==> config.mk <==
export PLATFORM = sky130hd
export DESIGN_NAME = exc_ctrl_flat
export DESIGN_NICKNAME = d
export VERILOG_FILES = /design/src/rtl/exc_ctrl_if.sv /design/src/rtl/exc_ctrl.sv /design/src/flat_wrapper.sv
export SDC_FILE = /design/constraint.sdc
export NUM_CORES = 1
export LEC_CHECK = 0
export BUFFER_PORTS_ARGS = -buffer_cell sky130_fd_sc_hd__buf_4
export CAP_MARGIN = 30
export CORE_MARGIN = 1
export CORE_UTILIZATION = 50
export DETAILED_ROUTE_END_ITERATION = 12
export PLACE_DENSITY = 0.89
export SLEW_MARGIN = 10
export SYNTH_ARGS = -nofsm -noshare
export SYNTH_HDL_FRONTEND = slang
export SYNTH_SLANG_ARGS = --single-unit
==> constraint.sdc <==
create_clock -name clk -period 5 [get_ports clk]
set_input_delay 0.5 -clock clk [delete_from_list [all_inputs] [get_ports clk]]
set_output_delay 0.5 -clock clk [all_outputs]
set_load 0.01 [all_outputs]
==> src/rtl/exc_ctrl_if.sv <==
`default_nettype none
// ============================================================================
// Module : exc_ctrl_if
// Brief  : MEM-stage / CP0 write-port bundle between the pipeline and exc_ctrl.
// Rev    : 1.0  initial release
// ============================================================================
interface exc_ctrl_if;
  logic        mem_valid;
  logic [31:0] mem_pc;
  logic        mem_in_delay_slot;
  logic [6:0]  mem_exc;
  logic        mem_eret;
  logic [31:0] mem_bad_vaddr;
  logic        pipe_cp0_we;
  logic [4:0]  pipe_cp0_waddr;
  logic [31:0] pipe_cp0_wdata;
  logic [31:0] cp0_status;
  logic [31:0] cp0_cause;
  logic [31:0] cp0_epc;
  logic        cp0_we;
  logic [4:0]  cp0_waddr;
  logic [31:0] cp0_wdata;
  logic        flush;
  logic [31:0] exc_pc;
  logic        stall;

  modport slave (
    input  mem_valid, mem_pc, mem_in_delay_slot, mem_exc, mem_eret, mem_bad_vaddr,
    input  pipe_cp0_we, pipe_cp0_waddr, pipe_cp0_wdata,
    input  cp0_status, cp0_cause, cp0_epc,
    output cp0_we, cp0_waddr, cp0_wdata, flush, exc_pc, stall
  );

  modport master (
    output mem_valid, mem_pc, mem_in_delay_slot, mem_exc, mem_eret, mem_bad_vaddr,
    output pipe_cp0_we, pipe_cp0_waddr, pipe_cp0_wdata,
    output cp0_status, cp0_cause, cp0_epc,
    input  cp0_we, cp0_waddr, cp0_wdata, flush, exc_pc, stall
  );
endinterface
`default_nettype wire

==> src/rtl/exc_ctrl.sv <==
`default_nettype none
// ============================================================================
// Module : exc_ctrl
// Brief  : Exception/interrupt/ERET sequencer driving the CP0 write port.
//          Optional macro EXC_BADVADDR_EN adds the BadVAddr write for AdEL/AdES.
// Rev    : 1.0  initial release
// ============================================================================
module exc_ctrl (
  input  logic       clk,
  input  logic       rst,
  exc_ctrl_if.slave  bus
);

  localparam logic [2:0] ST_IDLE     = 3'd0;
  localparam logic [2:0] ST_W_EPC    = 3'd1;
  localparam logic [2:0] ST_W_CAUSE  = 3'd2;
`ifdef EXC_BADVADDR_EN
  localparam logic [2:0] ST_W_BADV   = 3'd3;
`endif
  localparam logic [2:0] ST_W_STATUS = 3'd4;
  localparam logic [2:0] ST_W_ERET   = 3'd5;

  localparam logic [31:0] EXC_VECTOR = 32'hBFC0_0380;

  logic [2:0]  state_q,  state_d;
  logic [4:0]  code_q,   code_d;
  logic        bd_q,     bd_d;
  logic [31:0] epc_q,    epc_d;
  logic [31:0] status_q, status_d;
  logic [31:0] cause_q,  cause_d;
`ifdef EXC_BADVADDR_EN
  logic [31:0] badv_q,   badv_d;
`endif

  logic        w_int_pend;
  logic        w_exc_any;
  logic        w_take;
  logic [4:0]  w_code;
  logic        unused_bits;

  assign w_int_pend = (|(bus.cp0_cause[15:8] & bus.cp0_status[15:8]))
                      && bus.cp0_status[0] && !bus.cp0_status[1];
  assign w_exc_any  = w_int_pend || (|bus.mem_exc);
  assign w_take     = (state_q == ST_IDLE) && bus.mem_valid && (w_exc_any || bus.mem_eret);

  // Cause bits outside [30:7] are rebuilt from captured fields, never copied.
`ifdef EXC_BADVADDR_EN
  assign unused_bits = ^{bus.cp0_cause[31], bus.cp0_cause[6:0]};
`else
  assign unused_bits = ^{bus.cp0_cause[31], bus.cp0_cause[6:0], bus.mem_bad_vaddr};
`endif

  always_comb begin
    w_code = 5'd0;
    if (w_int_pend)          w_code = 5'd0;
    else if (bus.mem_exc[0]) w_code = 5'd4;
    else if (bus.mem_exc[1]) w_code = 5'd10;
    else if (bus.mem_exc[2]) w_code = 5'd12;
    else if (bus.mem_exc[3]) w_code = 5'd8;
    else if (bus.mem_exc[4]) w_code = 5'd9;
    else if (bus.mem_exc[5]) w_code = 5'd4;
    else if (bus.mem_exc[6]) w_code = 5'd5;
  end

  always_ff @(posedge clk or posedge rst) begin
    if (rst) begin
      state_q  <= ST_IDLE;
      code_q   <= 5'd0;
      bd_q     <= 1'b0;
      epc_q    <= 32'd0;
      status_q <= 32'd0;
      cause_q  <= 32'd0;
`ifdef EXC_BADVADDR_EN
      badv_q   <= 32'd0;
`endif
    end else begin
      state_q  <= state_d;
      code_q   <= code_d;
      bd_q     <= bd_d;
      epc_q    <= epc_d;
      status_q <= status_d;
      cause_q  <= cause_d;
`ifdef EXC_BADVADDR_EN
      badv_q   <= badv_d;
`endif
    end
  end

  always_comb begin
    state_d  = state_q;
    code_d   = code_q;
    bd_d     = bd_q;
    epc_d    = epc_q;
    status_d = status_q;
    cause_d  = cause_q;
`ifdef EXC_BADVADDR_EN
    badv_d   = badv_q;
`endif
    case (state_q)
      ST_IDLE: begin
        if (bus.mem_valid && w_exc_any) begin
          code_d   = w_code;
          bd_d     = bus.mem_in_delay_slot;
          epc_d    = bus.mem_in_delay_slot ? (bus.mem_pc - 32'd4) : bus.mem_pc;
          status_d = bus.cp0_status;
          cause_d  = bus.cp0_cause;
`ifdef EXC_BADVADDR_EN
          badv_d   = bus.mem_bad_vaddr;
`endif
          state_d  = ST_W_EPC;
        end else if (bus.mem_valid && bus.mem_eret) begin
          epc_d    = bus.cp0_epc;
          status_d = bus.cp0_status;
          state_d  = ST_W_ERET;
        end
      end
      ST_W_EPC:    state_d = ST_W_CAUSE;
`ifdef EXC_BADVADDR_EN
      ST_W_CAUSE:  state_d = (code_q == 5'd4 || code_q == 5'd5) ? ST_W_BADV : ST_W_STATUS;
      ST_W_BADV:   state_d = ST_W_STATUS;
`else
      ST_W_CAUSE:  state_d = ST_W_STATUS;
`endif
      ST_W_STATUS: state_d = ST_IDLE;
      ST_W_ERET:   state_d = ST_IDLE;
      default:     state_d = ST_IDLE;
    endcase
  end

  always_comb begin
    bus.cp0_we    = 1'b0;
    bus.cp0_waddr = 5'd0;
    bus.cp0_wdata = 32'd0;
    bus.flush     = 1'b0;
    bus.exc_pc    = 32'd0;
    bus.stall     = (state_q != ST_IDLE);
    case (state_q)
      ST_IDLE: begin
        // Reset holds the port quiet even though IDLE normally passes MTC0 through.
        if (!rst) begin
          bus.cp0_we    = bus.pipe_cp0_we && !w_take;
          bus.cp0_waddr = bus.pipe_cp0_waddr;
          bus.cp0_wdata = bus.pipe_cp0_wdata;
        end
      end
      ST_W_EPC: begin
        bus.flush     = 1'b1;
        bus.exc_pc    = EXC_VECTOR;
        bus.cp0_we    = 1'b1;
        bus.cp0_waddr = 5'd14;
        bus.cp0_wdata = epc_q;
      end
      ST_W_CAUSE: begin
        bus.cp0_we    = 1'b1;
        bus.cp0_waddr = 5'd13;
        bus.cp0_wdata = {bd_q, cause_q[30:7], code_q, 2'b00};
      end
`ifdef EXC_BADVADDR_EN
      ST_W_BADV: begin
        bus.cp0_we    = 1'b1;
        bus.cp0_waddr = 5'd8;
        bus.cp0_wdata = badv_q;
      end
`endif
      ST_W_STATUS: begin
        bus.cp0_we    = 1'b1;
        bus.cp0_waddr = 5'd12;
        bus.cp0_wdata = status_q | 32'h2;
      end
      ST_W_ERET: begin
        bus.flush     = 1'b1;
        bus.exc_pc    = epc_q;
        bus.cp0_we    = 1'b1;
        bus.cp0_waddr = 5'd12;
        bus.cp0_wdata = status_q & ~32'h2;
      end
      default: ;
    endcase
  end

endmodule
`default_nettype wire
==> src/flat_wrapper.sv <==
// flat-port wrapper written by rule: the top's interface ports become plain ports
module exc_ctrl_flat 
  (clk, rst, bus_mem_valid, bus_mem_pc, bus_mem_in_delay_slot, bus_mem_exc, bus_mem_eret, bus_mem_bad_vaddr, bus_pipe_cp0_we, bus_pipe_cp0_waddr, bus_pipe_cp0_wdata, bus_cp0_status, bus_cp0_cause, bus_cp0_epc, bus_cp0_we, bus_cp0_waddr, bus_cp0_wdata, bus_flush, bus_exc_pc, bus_stall);
  exc_ctrl_if bus_i ();
  input  logic clk;
  input  logic rst;
  input wire logic [$bits(bus_i.mem_valid)-1:0] bus_mem_valid;
  input wire logic [$bits(bus_i.mem_pc)-1:0] bus_mem_pc;
  input wire logic [$bits(bus_i.mem_in_delay_slot)-1:0] bus_mem_in_delay_slot;
  input wire logic [$bits(bus_i.mem_exc)-1:0] bus_mem_exc;
  input wire logic [$bits(bus_i.mem_eret)-1:0] bus_mem_eret;
  input wire logic [$bits(bus_i.mem_bad_vaddr)-1:0] bus_mem_bad_vaddr;
  input wire logic [$bits(bus_i.pipe_cp0_we)-1:0] bus_pipe_cp0_we;
  input wire logic [$bits(bus_i.pipe_cp0_waddr)-1:0] bus_pipe_cp0_waddr;
  input wire logic [$bits(bus_i.pipe_cp0_wdata)-1:0] bus_pipe_cp0_wdata;
  input wire logic [$bits(bus_i.cp0_status)-1:0] bus_cp0_status;
  input wire logic [$bits(bus_i.cp0_cause)-1:0] bus_cp0_cause;
  input wire logic [$bits(bus_i.cp0_epc)-1:0] bus_cp0_epc;
  output wire logic [$bits(bus_i.cp0_we)-1:0] bus_cp0_we;
  output wire logic [$bits(bus_i.cp0_waddr)-1:0] bus_cp0_waddr;
  output wire logic [$bits(bus_i.cp0_wdata)-1:0] bus_cp0_wdata;
  output wire logic [$bits(bus_i.flush)-1:0] bus_flush;
  output wire logic [$bits(bus_i.exc_pc)-1:0] bus_exc_pc;
  output wire logic [$bits(bus_i.stall)-1:0] bus_stall;
  assign bus_i.mem_valid = bus_mem_valid;
  assign bus_i.mem_pc = bus_mem_pc;
  assign bus_i.mem_in_delay_slot = bus_mem_in_delay_slot;
  assign bus_i.mem_exc = bus_mem_exc;
  assign bus_i.mem_eret = bus_mem_eret;
  assign bus_i.mem_bad_vaddr = bus_mem_bad_vaddr;
  assign bus_i.pipe_cp0_we = bus_pipe_cp0_we;
  assign bus_i.pipe_cp0_waddr = bus_pipe_cp0_waddr;
  assign bus_i.pipe_cp0_wdata = bus_pipe_cp0_wdata;
  assign bus_i.cp0_status = bus_cp0_status;
  assign bus_i.cp0_cause = bus_cp0_cause;
  assign bus_i.cp0_epc = bus_cp0_epc;
  assign bus_cp0_we = bus_i.cp0_we;
  assign bus_cp0_waddr = bus_i.cp0_waddr;
  assign bus_cp0_wdata = bus_i.cp0_wdata;
  assign bus_flush = bus_i.flush;
  assign bus_exc_pc = bus_i.exc_pc;
  assign bus_stall = bus_i.stall;
  exc_ctrl u_core (.clk(clk), .rst(rst), .bus(bus_i));
endmodule
==> results of run 1 <==
==> per-layer routing <==
metal	share of wire [%]	track usage [%]	vias to the layer above
met2	49	54.5	337
li1	-	-	2633
met5	0	0	-
met3	7.6	3.65	47
met4	2.7	13.4	0
met1	41	44.5	2830
==> power breakdown <==
group / total, mW / leakage, nW / switching, mW / internal (mW)
combinational: 2.41 / 2.41 / 1.21 / 1.20
clock: 0.605 / 0.122 / 0.274 / 0.331
sequential: 1.51 / 1.13 / 0.345 / 1.16
==> synth_stat cells (3+ instances only) <==
master	n
dfrtp_1	95
a22oi_1	62
mux2_2	45
o21ai_0	41
nand2_1	37
a21oi_1	28
clkbuf_1	27
nor2_1	23
inv_1	22
and3_1	21
nor3_1	17
buf_2	13
nor4_1	13
mux2_1	11
xnor2_1	10
mux2i_1	8
nand4_1	7
o31ai_1	7
o32ai_1	7
o31a_1	6
xor2_1	6
nand3_1	4
nor2b_1	4
o21a_1	4
a21o_1	3
a2bb2oi_1	3
nor4_2	3
o22ai_1	3
o31a_2	3
or3_1	3
==> layout make-up <==
type | count | area share [%]
Multi-Input combinational cell | 420 | 38.3
Inverter | 23 | 1.12
Sequential cell | 95 | 30.0
Clock buffer | 12 | 2.98
Clock inverter | 2 | 0.126
Tap cell | 140 | 2.21
Timing Repair Buffer | 252 | 25.3
==> kinds of logic after synthesis <==
logic type,count (synthesis),synth area share [%]
buf+inv,69,5.13
compound gates,186,22.5
fa+ha+maj,1,0.220
xor+xnor,16,2.47
simple gates,153,15.4
flops,95,41.8
mux,64,12.5
==> worst max-delay path by stage <==
stage	from	endpoint	slack (ns)	cells past startpoint
floorplan	rst	bus_cp0_wdata[1]	1.36	4
global placement	u_core.state_q[2]$_DFFE_PP0P_	bus_cp0_wdata[17]	1.46	6
detailed placement	u_core.state_q[2]$_DFFE_PP0P_	bus_cp0_wdata[27]	1.78	7
CTS	u_core.state_q[2]$_DFFE_PP0P_	bus_cp0_wdata[24]	1.41	7
global route	u_core.state_q[0]$_DFFE_PP0P_	bus_cp0_wdata[31]	1.40	6
finish	u_core.state_q[1]$_DFFE_PP0P_	bus_cp0_wdata[20]	1.60	6
==> layout by cell type (no fill, tap or decap), drive strengths merged, types with 8 or more instances in the layout <==
master	instances
mux2	56
o31a	9
nor4	18
clkbuf	12
and3	21
a21oi	28
xnor2	10
o21ai	45
dfrtp	95
nor2	23
nand4	8
inv	23
a22oi	62
buf	252
mux2i	8
nand2	37
o31ai	8
nor3	19
==> flip-flops by register name, summed over array words and instances (netlist names) <==
register         count
u_core.epc_q        32
u_core.status_q     31
u_core.cause_q      24
u_core.code_q        4
u_core.state_q       3
u_core.bd_q          1
==> worst reg2reg max path: stages, from the launching register on <==
cell	delay, ns
dfrtp_2	0.62
nor3_2	0.58
and2_1	0.38
o31ai_4	0.21
buf_8	0.22
buf_4	0.23
mux2_1	0.36
==> results.sh, run 1 <==
export IMPL_drc=0
export IMPL_pin_count=282
export IMPL_leakage_nw=3.66
export IMPL_clk_latency_ns=0.34
export IMPL_path_max_fanout=26
export IMPL_synthFlopType="dfrtp_1"
export IMPL_min_delay_path_class="input port to asynchronous set/reset pin"
export IMPL_cpMostUsedCell="buf_4"
export IMPL_grt_pass1_vias=5715
export IMPL_fp_row_count=38
export IMPL_cp_num_buf_inv=3
export IMPL_seq_area_sq_mm=0.00238
export IMPL_fin_area_sq_mm=0.00794
export IMPL_crit_family="buffers and inverters"
export IMPL_grtUsageTotal_pct=33.1
export IMPL_fin_worst_skew_ns=0.00612
export IMPL_grt_pass1_wl_mm=29.8
export IMPL_cts_htree_levels=3
export IMPL_ys_types=65
export IMPL_cts_setup_buffers=0
export IMPL_reg2reg_to="u_core.status_q[0]$_DFFE_PP0P_"
export IMPL_period_share_pct=68.1
export IMPL_die_h_um=109
export IMPL_worst_hold_slack_ns=0.0376
export IMPL_ir_drop_mv=0.333
export IMPL_cts_tree="built"
export IMPL_drtIter0Drc=541
export IMPL_finalMaxSlewViolations=0
export IMPL_antenna_found_initial=0
export IMPL_avgViaCountPerCell=6.19
export IMPL_startpoint_type="flip-flop"
export IMPL_ant_nets=0
export IMPL_r2r_cells=6
export IMPL_ys_warn_count=0
export IMPL_slowest_stage="inv_1"
export IMPL_reg2reg_slack_ns=2.28
export IMPL_post_route_util_pct=72.6
export IMPL_die_width_um=109
export IMPL_fillCellCount=844
export IMPL_path_class="flip-flop to output pin"
export IMPL_cp_arrival_ns=2.90
export IMPL_period_needed_ns=3.40
export IMPL_synthCells=584
export IMPL_coreArea_sq_mm=0.0109
export IMPL_fmax_ghz=0.294
export IMPL_pwr_density_cell_mw_per_mm2=570
export IMPL_cts_num_sinks=95
export IMPL_cap_violations=0
export IMPL_nets=1012
export IMPL_final_hold_viol_count=0
export IMPL_layout_setup_ws_ns=1.60
export IMPL_cts_root_buf="clkbuf_16"
export IMPL_cts_buffer_depth=2
export IMPL_fin_setup_tns_ns=0
export IMPL_dp_hpwl_mm=14.5
export IMPL_yosysSeqAreaShare_pct=41.8
export IMPL_synth_seq_cells=95
export IMPL_synth_area_per_cell_sq_um=9.73
export IMPL_grt_ovfl_total=0
export IMPL_die_area_sq_mm=0.0118
export IMPL_required_ns=4.50
export IMPL_drive_above_1_share_pct=41.7
export IMPL_layout_cells_non_filler=944
export IMPL_synth_top_area_share_pct=41.8
export IMPL_diodes=0
export IMPL_r2r_start="u_core.state_q[2]$_DFFE_PP0P_"
export IMPL_worst_pin_slew_ns=0.925
export IMPL_area_growth_pct=39.6
export IMPL_start_util_pct=52.0
export IMPL_multi_input_area_sq_mm=0.00304
export IMPL_synth_edff_count=0
export IMPL_gp_congestion=0.928
export IMPL_status="completed"
export IMPL_clk_pin_slew_ns=0.06
export IMPL_end_kind="output pin"
export IMPL_holdBufCountCts=0
export IMPL_syn_area_sq_mm=0.00568
export IMPL_cpPeakStageDelay_ns=0.66
export IMPL_total_power_mw=4.52
export IMPL_vias=5847
export IMPL_wl_per_cell_um=20.4
export IMPL_yosysTopAreaCell="dfrtp_1"
export IMPL_post_dp_cell_area_sq_mm=0.00763
export IMPL_maxSlewHeadroom_pct=38.3
export IMPL_cts_buffers=9
export IMPL_drtPass1Iterations=8
export IMPL_grt_max_degree=71
export IMPL_dp_cells=928
export IMPL_syn_nets=795
export IMPL_pre_cts_slack_ns=1.78
export IMPL_async_flop_share_pct=100
export IMPL_drt_wl_total_mm=19.3
export IMPL_rsz0062_at_grt="false"
export IMPL_cts_resized=0
export IMPL_cp_cell_sequence="nand2b_1 -> inv_1 -> buf_4 -> a22oi_1 -> o21ai_0 -> buf_4"
export IMPL_finalSetupViolations=0
export IMPL_io_buffers=241
export IMPL_ys_top_cells_by_area="dfrtp_1, mux2_2, a22oi_1"
Note: power is estimated with default switching activity, not from simulation.
==> run 2: changes to the inputs <==
- CORE_ASPECT_RATIO: unset -> 1.4
- CORE_UTILIZATION: 50 -> 42
- PLACE_DENSITY: 0.89 -> 0.8
- clock period: 5 -> 2.9 ns (I/O delays scaled with it)
==> run 2 against run 1 <==
Compared with the run above:
- sequential share of layout area is 0.34 points lower
- clock-buffer cell count up 1
- non-clock buffer count grew 11
- clock skew up 0.0013 ns
- critical path depth unchanged
- wire length decreased by 2.8%
- via count fell by 2.3%
- sequential power grew 68%
- critical path type unchanged
==> results.sh, run 2 (synthesized netlist as in run 1, its figures left out) <==
export IMPL_status="completed"
export IMPL_period_share_pct=93.9
export IMPL_grtUsageTotal_pct=26.9
export IMPL_start_util_pct=43.7
export IMPL_ir_drop_mv=0.444
export IMPL_ant_nets=0
export IMPL_worst_pin_slew_ns=0.529
export IMPL_io_buffers=241
export IMPL_drt_wl_total_mm=18.8
export IMPL_globalRouteMet3Util_pct=4.87
export IMPL_fmax_ghz=0.367
export IMPL_coreArea_sq_mm=0.0130
export IMPL_fin_worst_skew_ns=0.00742
export IMPL_min_delay_path_class="input port to flip-flop"
export IMPL_vias=5710
export IMPL_maxSlewHeadroom_pct=64.7
export IMPL_nets=1023
export IMPL_clk_pin_slew_ns=0.07
export IMPL_worst_hold_slack_ns=0.157
export IMPL_path_max_fanout=43
export IMPL_end_kind="output pin"
export IMPL_fin_setup_tns_ns=0
export IMPL_mostFrequentLayoutCell="buf_4"
export IMPL_cap_violations=0
export IMPL_fp_row_count=49
export IMPL_r2r_cells=6
export IMPL_grt_pass1_vias=5626
export IMPL_grt_ovfl_total=0
export IMPL_path_class="flip-flop to output pin"
export IMPL_cts_tree="built"
export IMPL_wl_per_cell_um=18.8
export IMPL_dp_cells=978
export IMPL_finalMaxSlewViolations=0
export IMPL_die_area_sq_mm=0.0140
export IMPL_drtIter0Drc=319
export IMPL_regMostFlops="u_core.epc_q"
export IMPL_rsz0062_at_grt="false"
export IMPL_area_growth_pct=41.2
export IMPL_cts_root_buf="clkbuf_16"
export IMPL_grt_pass1_wl_mm=29.0
export IMPL_finalSetupViolations=0
export IMPL_p_seq_share_pct=32.6
export IMPL_holdPathStages=2
export IMPL_cts_buffers=9
export IMPL_avgViaCountPerCell=5.74
export IMPL_die_width_um=100
export IMPL_clkPwrFrac_pct=15.1
export IMPL_drc=0
export IMPL_cts_htree_levels=3
export IMPL_drtPass1Iterations=5
export IMPL_pre_cts_slack_ns=0.511
export IMPL_final_cell_mix="buf_4, dfrtp_1, a22oi_1, mux2_2, o21ai_0"
export IMPL_reg_top3="u_core.epc_q x32, u_core.status_q x31, u_core.cause_q x24"
export IMPL_fillCellCount=1161
export IMPL_antenna_found_initial=0
export IMPL_cp_arrival_ns=2.43
export IMPL_startpoint_type="flip-flop"
export IMPL_use_met1_pct=33.3
export IMPL_gp_congestion=0.840
export IMPL_cts_setup_buffers=0
export IMPL_grt_util_met2_pct=45.9
export IMPL_period_needed_ns=2.72
export IMPL_final_hold_viol_count=0
export IMPL_grt_max_degree=58
export IMPL_leakage_nw=3.69
export IMPL_layout_cells_non_filler=995
export IMPL_combPwrFrac_pct=52.3
export IMPL_internal_power_mw=4.70
export IMPL_cts_num_sinks=95
export IMPL_busiest_layer="met2"
export IMPL_pwr_density_cell_mw_per_mm2=966
export IMPL_cts_buffer_depth=2
export IMPL_clk_latency_ns=0.34
export IMPL_layout_setup_ws_ns=0.176
export IMPL_drive_above_1_share_pct=42.5
export IMPL_swShare_pct=39.3
export IMPL_pin_count=282
export IMPL_power_switching_mw=3.05
export IMPL_dp_hpwl_mm=14.6
export IMPL_die_h_um=140
export IMPL_largest_reg_flops=32
export IMPL_diodes=0
export IMPL_required_ns=2.61
## run 2: cell types whose count changed in the layout (fill, tap and decap cells not counted)
cell	previous run	this run
buf_4	245	260
buf_16	5	0
buf_12	0	2
buf_8	2	0
clkinvlp_4	0	2
bufinv_16	0	1
clkbuf_8	0	1
clkinv_2	2	1
dlygate4sd3_1	0	1
inv_4	1	0
## run 2: path summary, 6_finish.rpt
kind	start	to	slack [ns]
worst max-delay path	u_core.state_q[2]$_DFFE_PP0P_	bus_cp0_wdata[21]	0.18
worst min-delay path	bus_cp0_status[5]	u_core.status_q[5]$_DFFE_PP0P_	0.16
worst max register to register	u_core.state_q[2]$_DFFE_PP0P_	u_core.epc_q[16]$_DFFE_PP0P_	0.60
worst min register to register	u_core.status_q[5]$_DFFE_PP0P_	u_core.status_q[5]$_DFFE_PP0P_	0.49
max in group asynchronous	rst	u_core.cause_q[18]$_DFFE_PP0P_	1.63
min in group asynchronous	rst	u_core.epc_q[16]$_DFFE_PP0P_	0.48
## run 2: what timing repair did
action                     CTS  global route
setup endpoints to repair    0             0
hold endpoints to repair     6             0
hold buffers                 1             0
resized for setup            0             0
## run 2: critical path, stage by stage (launching register included)
cell and delay [ns]:
dfrtp_2 0.63, buf_4 0.45, nor2b_2 0.21, buf_4 0.35, a22oi_1 0.18, o21ai_0 0.12, buf_4 0.15
## run 2: layout make-up
class | instances | area (sq um) | share of cell area [%]
clock buffers | 13 | 250 | 3.12
multi-input cells | 420 | 3040 | 37.9
well taps | 178 | 223 | 2.78
clock inverters | 3 | 42.5 | 0.530
repair buffers | 263 | 2000 | 24.9
inverters | 23 | 90.1 | 1.12
flip-flops and latches | 95 | 2380 | 29.6
## run 2: through the flow
stage / utilization, % / area, sq um / power [mW]
2_1_floorplan: - / 5690 / 4.72
3_3_place_gp: 59.4 / 7720 / 6.47
3_5_place_dp: 59.4 / 7720 / 6.59
4_1_cts: 61.7 / 8030 / 7.77
5_1_grt: 61.7 / 8030 / 8.24
6_report: 61.7 / 8030 / 7.75
## run 2: layer usage
layer | part of all wire (%) | wire (um) | vias to the layer above
met4 | 3.0 | 566 | 0
met5 | 0 | 0 | -
met2 | 51 | 9500 | 214
li1 | - | - | 2660
met1 | 40 | 7570 | 2794
met3 | 6.0 | 1120 | 42
## run 2: power by group through the flow
stage	Clock [mW]	Sequential [mW]	Combinational (mW)
5_1_grt	1.24	2.60	4.40
3_5_place_dp	0	2.53	4.06
3_3_place_gp	0	2.49	3.99
2_1_floorplan	0	2.29	2.43
6_report	1.17	2.53	4.05
4_1_cts	1.19	2.51	4.07
